==> config.mk <==
export PLATFORM = sky130hd
export DESIGN_NAME = rmssd_seq_ctrl
export DESIGN_NICKNAME = d
export VERILOG_FILES = /design/src/rtl/rmssd_seq_ctrl.sv
export SDC_FILE = /design/constraint.sdc
export NUM_CORES = 1
export LEC_CHECK = 0
export BUFFER_PORTS_ARGS = -buffer_cell sky130_fd_sc_hd__buf_2
export CORE_ASPECT_RATIO = 1.5
export CORE_MARGIN = 2
export CORE_UTILIZATION = 35
export DETAILED_ROUTE_END_ITERATION = 8
export PLACE_DENSITY = 0.58
export SYNTH_ARGS = -nofsm -noshare
export SYNTH_HDL_FRONTEND = slang
export SYNTH_SLANG_ARGS = --single-unit
==> constraint.sdc <==
create_clock -name clk -period 4 [get_ports clk]
set_clock_uncertainty 0.2 [all_clocks]
set_input_delay 1.2 -clock clk [delete_from_list [all_inputs] [get_ports clk]]
set_output_delay 1.2 -clock clk [all_outputs]
set_load 0.01 [all_outputs]
==> src/rtl/rmssd_seq_ctrl.sv <==
// Sequencer for the rmssd_serial core: clears the core, serialises RR bytes MSB first, waits for done.
// Optional input range filter enabled by defining RMSSD_RANGE_CHECK_EN.
module rmssd_seq_ctrl #(
    parameter int RR_COUNT       = 8,
    parameter int CLR_CYCLES     = 2,
    parameter int TIMEOUT_CYCLES = 64,
    parameter int RR_MIN         = 20,
    parameter int RR_MAX         = 250
) (
    input  logic       clk,
    input  logic       rst_n,
    input  logic       start,
    input  logic       abort,
    input  logic       rr_in_valid,
    input  logic [7:0] rr_in_data,
    output logic       rr_in_ready,
    output logic       core_rst_n,
    output logic       core_bit,
    output logic       core_bit_valid,
    output logic       core_rr_valid,
    input  logic [7:0] core_rmssd,
    input  logic       core_done,
    output logic [7:0] result,
    output logic       result_valid,
    output logic       busy,
    output logic       err_timeout,
    output logic       rr_range_err
);
    localparam int CW = (CLR_CYCLES > 1) ? $clog2(CLR_CYCLES) : 1;
    localparam int TW = (TIMEOUT_CYCLES > 1) ? $clog2(TIMEOUT_CYCLES) : 1;
    localparam int NW = $clog2(RR_COUNT + 1);

    typedef enum logic [2:0] {S_IDLE, S_CLEAR, S_LOAD, S_SHIFT, S_WAIT} state_t;

    state_t        state_q, state_d;
    logic [CW-1:0] clr_cnt_q, clr_cnt_d;
    logic [TW-1:0] timer_q, timer_d;
    logic [NW-1:0] rr_sent_q, rr_sent_d;
    logic [7:0]    sh_q, sh_d;
    logic [2:0]    bit_idx_q, bit_idx_d;
    logic [7:0]    result_q, result_d;
    logic          result_valid_q, result_valid_d;
    logic          err_timeout_q, err_timeout_d;
    logic          range_err_q, range_err_d;
    logic          core_rst_n_q, core_rst_n_d;
    logic          rr_ok;

`ifdef RMSSD_RANGE_CHECK_EN
    assign rr_ok        = (rr_in_data >= RR_MIN[7:0]) && (rr_in_data <= RR_MAX[7:0]);
    assign rr_range_err = range_err_q;
`else
    logic [16:0] unused_range;
    assign rr_ok        = 1'b1;
    assign rr_range_err = 1'b0;
    assign unused_range = {RR_MIN[7:0], RR_MAX[7:0], range_err_q};
`endif

    always_comb begin
        state_d        = state_q;
        clr_cnt_d      = clr_cnt_q;
        timer_d        = timer_q;
        rr_sent_d      = rr_sent_q;
        sh_d           = sh_q;
        bit_idx_d      = bit_idx_q;
        result_d       = result_q;
        result_valid_d = 1'b0;
        err_timeout_d  = err_timeout_q;
        range_err_d    = range_err_q;
        if (abort) begin
            state_d = S_IDLE;
        end else begin
            case (state_q)
                S_IDLE: if (start) begin
                    err_timeout_d = 1'b0;
                    range_err_d   = 1'b0;
                    rr_sent_d     = '0;
                    clr_cnt_d     = '0;
                    state_d       = S_CLEAR;
                end
                S_CLEAR: begin
                    if (clr_cnt_q == CW'(CLR_CYCLES - 1)) state_d = S_LOAD;
                    else clr_cnt_d = clr_cnt_q + 1'b1;
                end
                S_LOAD: if (rr_in_valid) begin
                    // an out-of-range byte is consumed but never reaches the core
                    if (rr_ok) begin
                        sh_d      = rr_in_data;
                        bit_idx_d = 3'd7;
                        state_d   = S_SHIFT;
                    end else begin
                        range_err_d = 1'b1;
                    end
                end
                S_SHIFT: begin
                    sh_d      = {sh_q[6:0], 1'b0};
                    bit_idx_d = bit_idx_q - 3'd1;
                    if (bit_idx_q == 3'd0) begin
                        rr_sent_d = rr_sent_q + 1'b1;
                        if (rr_sent_q == NW'(RR_COUNT - 1)) begin
                            timer_d = '0;
                            state_d = S_WAIT;
                        end else begin
                            state_d = S_LOAD;
                        end
                    end
                end
                S_WAIT: begin
                    // done takes priority over a timeout landing in the same cycle
                    if (core_done) begin
                        result_d       = core_rmssd;
                        result_valid_d = 1'b1;
                        state_d        = S_IDLE;
                    end else if (timer_q == TW'(TIMEOUT_CYCLES - 1)) begin
                        err_timeout_d = 1'b1;
                        state_d       = S_IDLE;
                    end else begin
                        timer_d = timer_q + 1'b1;
                    end
                end
                default: state_d = S_IDLE;
            endcase
        end
        core_rst_n_d = (state_d == S_LOAD) || (state_d == S_SHIFT) || (state_d == S_WAIT);
    end

    always_ff @(posedge clk or negedge rst_n) begin
        if (!rst_n) begin
            state_q        <= S_IDLE;
            clr_cnt_q      <= '0;
            timer_q        <= '0;
            rr_sent_q      <= '0;
            sh_q           <= '0;
            bit_idx_q      <= '0;
            result_q       <= '0;
            result_valid_q <= 1'b0;
            err_timeout_q  <= 1'b0;
            range_err_q    <= 1'b0;
            core_rst_n_q   <= 1'b0;
        end else begin
            state_q        <= state_d;
            clr_cnt_q      <= clr_cnt_d;
            timer_q        <= timer_d;
            rr_sent_q      <= rr_sent_d;
            sh_q           <= sh_d;
            bit_idx_q      <= bit_idx_d;
            result_q       <= result_d;
            result_valid_q <= result_valid_d;
            err_timeout_q  <= err_timeout_d;
            range_err_q    <= range_err_d;
            core_rst_n_q   <= core_rst_n_d;
        end
    end

    assign rr_in_ready    = (state_q == S_LOAD);
    assign core_bit_valid = (state_q == S_SHIFT);
    assign core_bit       = core_bit_valid & sh_q[7];
    assign core_rr_valid  = core_bit_valid && (bit_idx_q == 3'd0);
    assign core_rst_n     = core_rst_n_q;
    assign result         = result_q;
    assign result_valid   = result_valid_q;
    assign busy           = (state_q != S_IDLE);
    assign err_timeout    = err_timeout_q;
endmodule

==> impl_metrics.ini <==
[timing]
setup_ws_ns = 0.902
finalSetupTns_ns = 0
fin_crit_sh = 0.774
worstMarginPinSlew_ns = 0.789
period_minus_slack_ns = 3.10
fmax_ghz = 0.323
drv_slew = 0
rsz0062_at_grt = false
finalHoldViolCount = 0
relSlewSlack = 0.474
setup_violations = 0

[logic_synthesis]
synth_edf_count = 0
ys_seq_elements = 36
synth_cells = 172
synth_ff_type = dfrtp_1
syn_area_sq_um = 1740
yosysWarnings = 0
ys_async_sr_fraction = 1.00
ys_seq_area_frac = 0.518
synth_nets = 198
syn_area_per_cell_sq_um = 10.1
ys_types = 42

[power]
peakVddDrop_mv = 0.306
power_density_nw_per_um2 = 447
p_leak_uw = 0.00103

[worst_setup_path]
crit_path_start = state_q[1]
cp.required_ns = 2.60
worstPathMaxFanout = 13
startpoint_type = flip-flop
crit_family = buffers and inverters
max_stage_delay_ns = 0.48
worstPathArrival_ns = 1.70
critPathKind = flip-flop to primary output
path_cells = nand3b_1 -> buf_4 -> clkinv_1 -> and2_1 -> buf_2
worst-path-buf-inv = 3
cp_slowest_cell = dfrtp_1
endpoint_kind = primary output
regToRegStartpoint = state_q[0]

[route]
detail_route.wl_per_cell_um = 13.1
vias_per_cell = 4.97
route.detailed.drc = 0
wl_mm = 3.61
vias = 1368
antenna_violating_nets_post_route = 0
dr.pass1.iters = 4
first_iter_violations = 32

[place]
placed_area_sq_um = 1980
numPortBuffers = 37
place_inst = 267
dp_hpwl_mm = 2.63
place_congestion = 0.787
place_worst_setup_slack_ns = 1.21

[run]
maxCapViolations = 0

[final_layout]
layout.cells.non_filler = 275
area_growth_pct = 19.8
seq_area_sq_um = 901
drive_gt1_frac = 0.268
multi_input_area_sq_um = 762
n_fill_cell = 502
design_area_sq_um = 2080
n_antenna_cell = 0
fin_nets = 234

[clock_network]
cts_max_level = 2
ctsRootBufferMaster = clkbuf_8
clock_latency_ns = 0.28
cts_buffer_depth = 2
holdBufCountCts = 0
cts-resized-gates = 0
tritoncts = built
clk_pin_slew_ns = 0.07
clock-sinks = 36
cts_buffers = 5
postCtsSetupBuffers = 0

[grt]
grt_pass1_wl_mm = 6.29
grt_use_total = 0.149
grt_overflow = 0
antenna_found_initial = 0
grt_pass1_vias = 1407
grt_max_degree = 37

[floorplan]
std_cell_rows = 31
start_util = 0.362
io_pins = 39
chipHeight_um = 90.3
die_x_um = 61.6
dieArea_sq_um = 5560
core_area_sq_um = 4810

[run_status]
status = finished, final reports clean

[min_path]
timing.hold.worst.start = bit_idx_q[2]
min_path_type = flip-flop to flip-flop
## power by group
part           internal, uW  switching (uW)  total (uW)
registers               431            39.4         470
logic                  66.1            85.6         152
clock network           185             125         310
## placed cells by master, fill, tap and decap left out, types with 5 or more instances in the layout
cell type,n
a21oi_1,12
buf_2,37
clkbuf_8,5
dfrtp_1,36
inv_1,9
mux2_2,8
nand2_1,5
nor2_1,23
o21ai_0,7
o32ai_1,6
## final timing paths
check                      slack, ns      endpoint  cells past startpoint
setup / recovery                0.90      core_bit                      5
hold / removal                  0.28  bit_idx_q[2]                      1
setup reg to reg                1.69    timer_q[1]                      4
hold reg to reg                 0.28  bit_idx_q[2]                      1
max in group asynchronous       2.30     result[1]                      1
min in group asynchronous       0.80    timer_q[5]                      1
## worst register-to-register path, cell delays in order (launching register included)
cell and delay [ns]:
dfrtp_1 0.48, or3b_1 0.55, a311o_1 0.41, a21oi_2 0.22
mux2_1 0.34
## state kept, by name, indices dropped and copies added, names as in the netlist
register	cells
timer_q	6
rr_sent_q	4
state_q	3
result_valid	1
core_rst_n	1
bit_idx_q	3
clr_cnt_q	1
sh_q	8
result	8
err_timeout	1
## per-stage QoR
step | hold WS, ns | power (uW) | utilization
2_1_floorplan | 0.251 | 575 | -
3_3_place_gp | 0.269 | 631 | 0.411
3_5_place_dp | 0.275 | 632 | 0.411
4_1_cts | 0.284 | 949 | 0.433
5_1_grt | 0.316 | 1000 | 0.433
6_report | 0.281 | 932 | 0.433
## layout make-up
cell class                 count  area share
timing repair buffer          38      0.0925
clock buffer                   6      0.0348
sequential                    36       0.432
multi-input combinational    117       0.366
clock inverter                 2      0.0168
inverter                      10      0.0180
tap                           66      0.0396
## cells by family after synthesis
logic type	Yosys count	share of synthesized area
AO/OA/AOI/OAI	42	0.162
adder cells (fa/ha/maj)	4	0.0288
flip-flops	36	0.518
buffers and inverters	19	0.0439
multiplexers	9	0.0583
AND/OR/NAND/NOR	61	0.187
other	1	0.00216
## synthesized netlist by cell type (all sizes together) (4+ instances only)
cell	instances	area, sq um
clkbuf	7	26.3
dfrtp	36	901
o21ai	7	35.0
nor2b	4	25.0
nor2	23	86.3
nand2	5	18.8
inv	9	33.8
nor3b	4	30.0
a21oi	13	68.8
mux2	9	101
ha	4	50.1
o32ai	6	52.6
## per-layer routing
| layer | up-vias | GRT usage | routed length, um |
|---|---|---|---|
| met5 | - | 0 | 0 |
| met3 | 4 | 0.0315 | 117 |
| met1 | 657 | 0.179 | 1510 |
| met2 | 22 | 0.246 | 1940 |
| li1 | 685 | - | - |
| met4 | 0 | 0.0638 | 48 |
No activity file was read; power rests on OpenSTA's default activity.
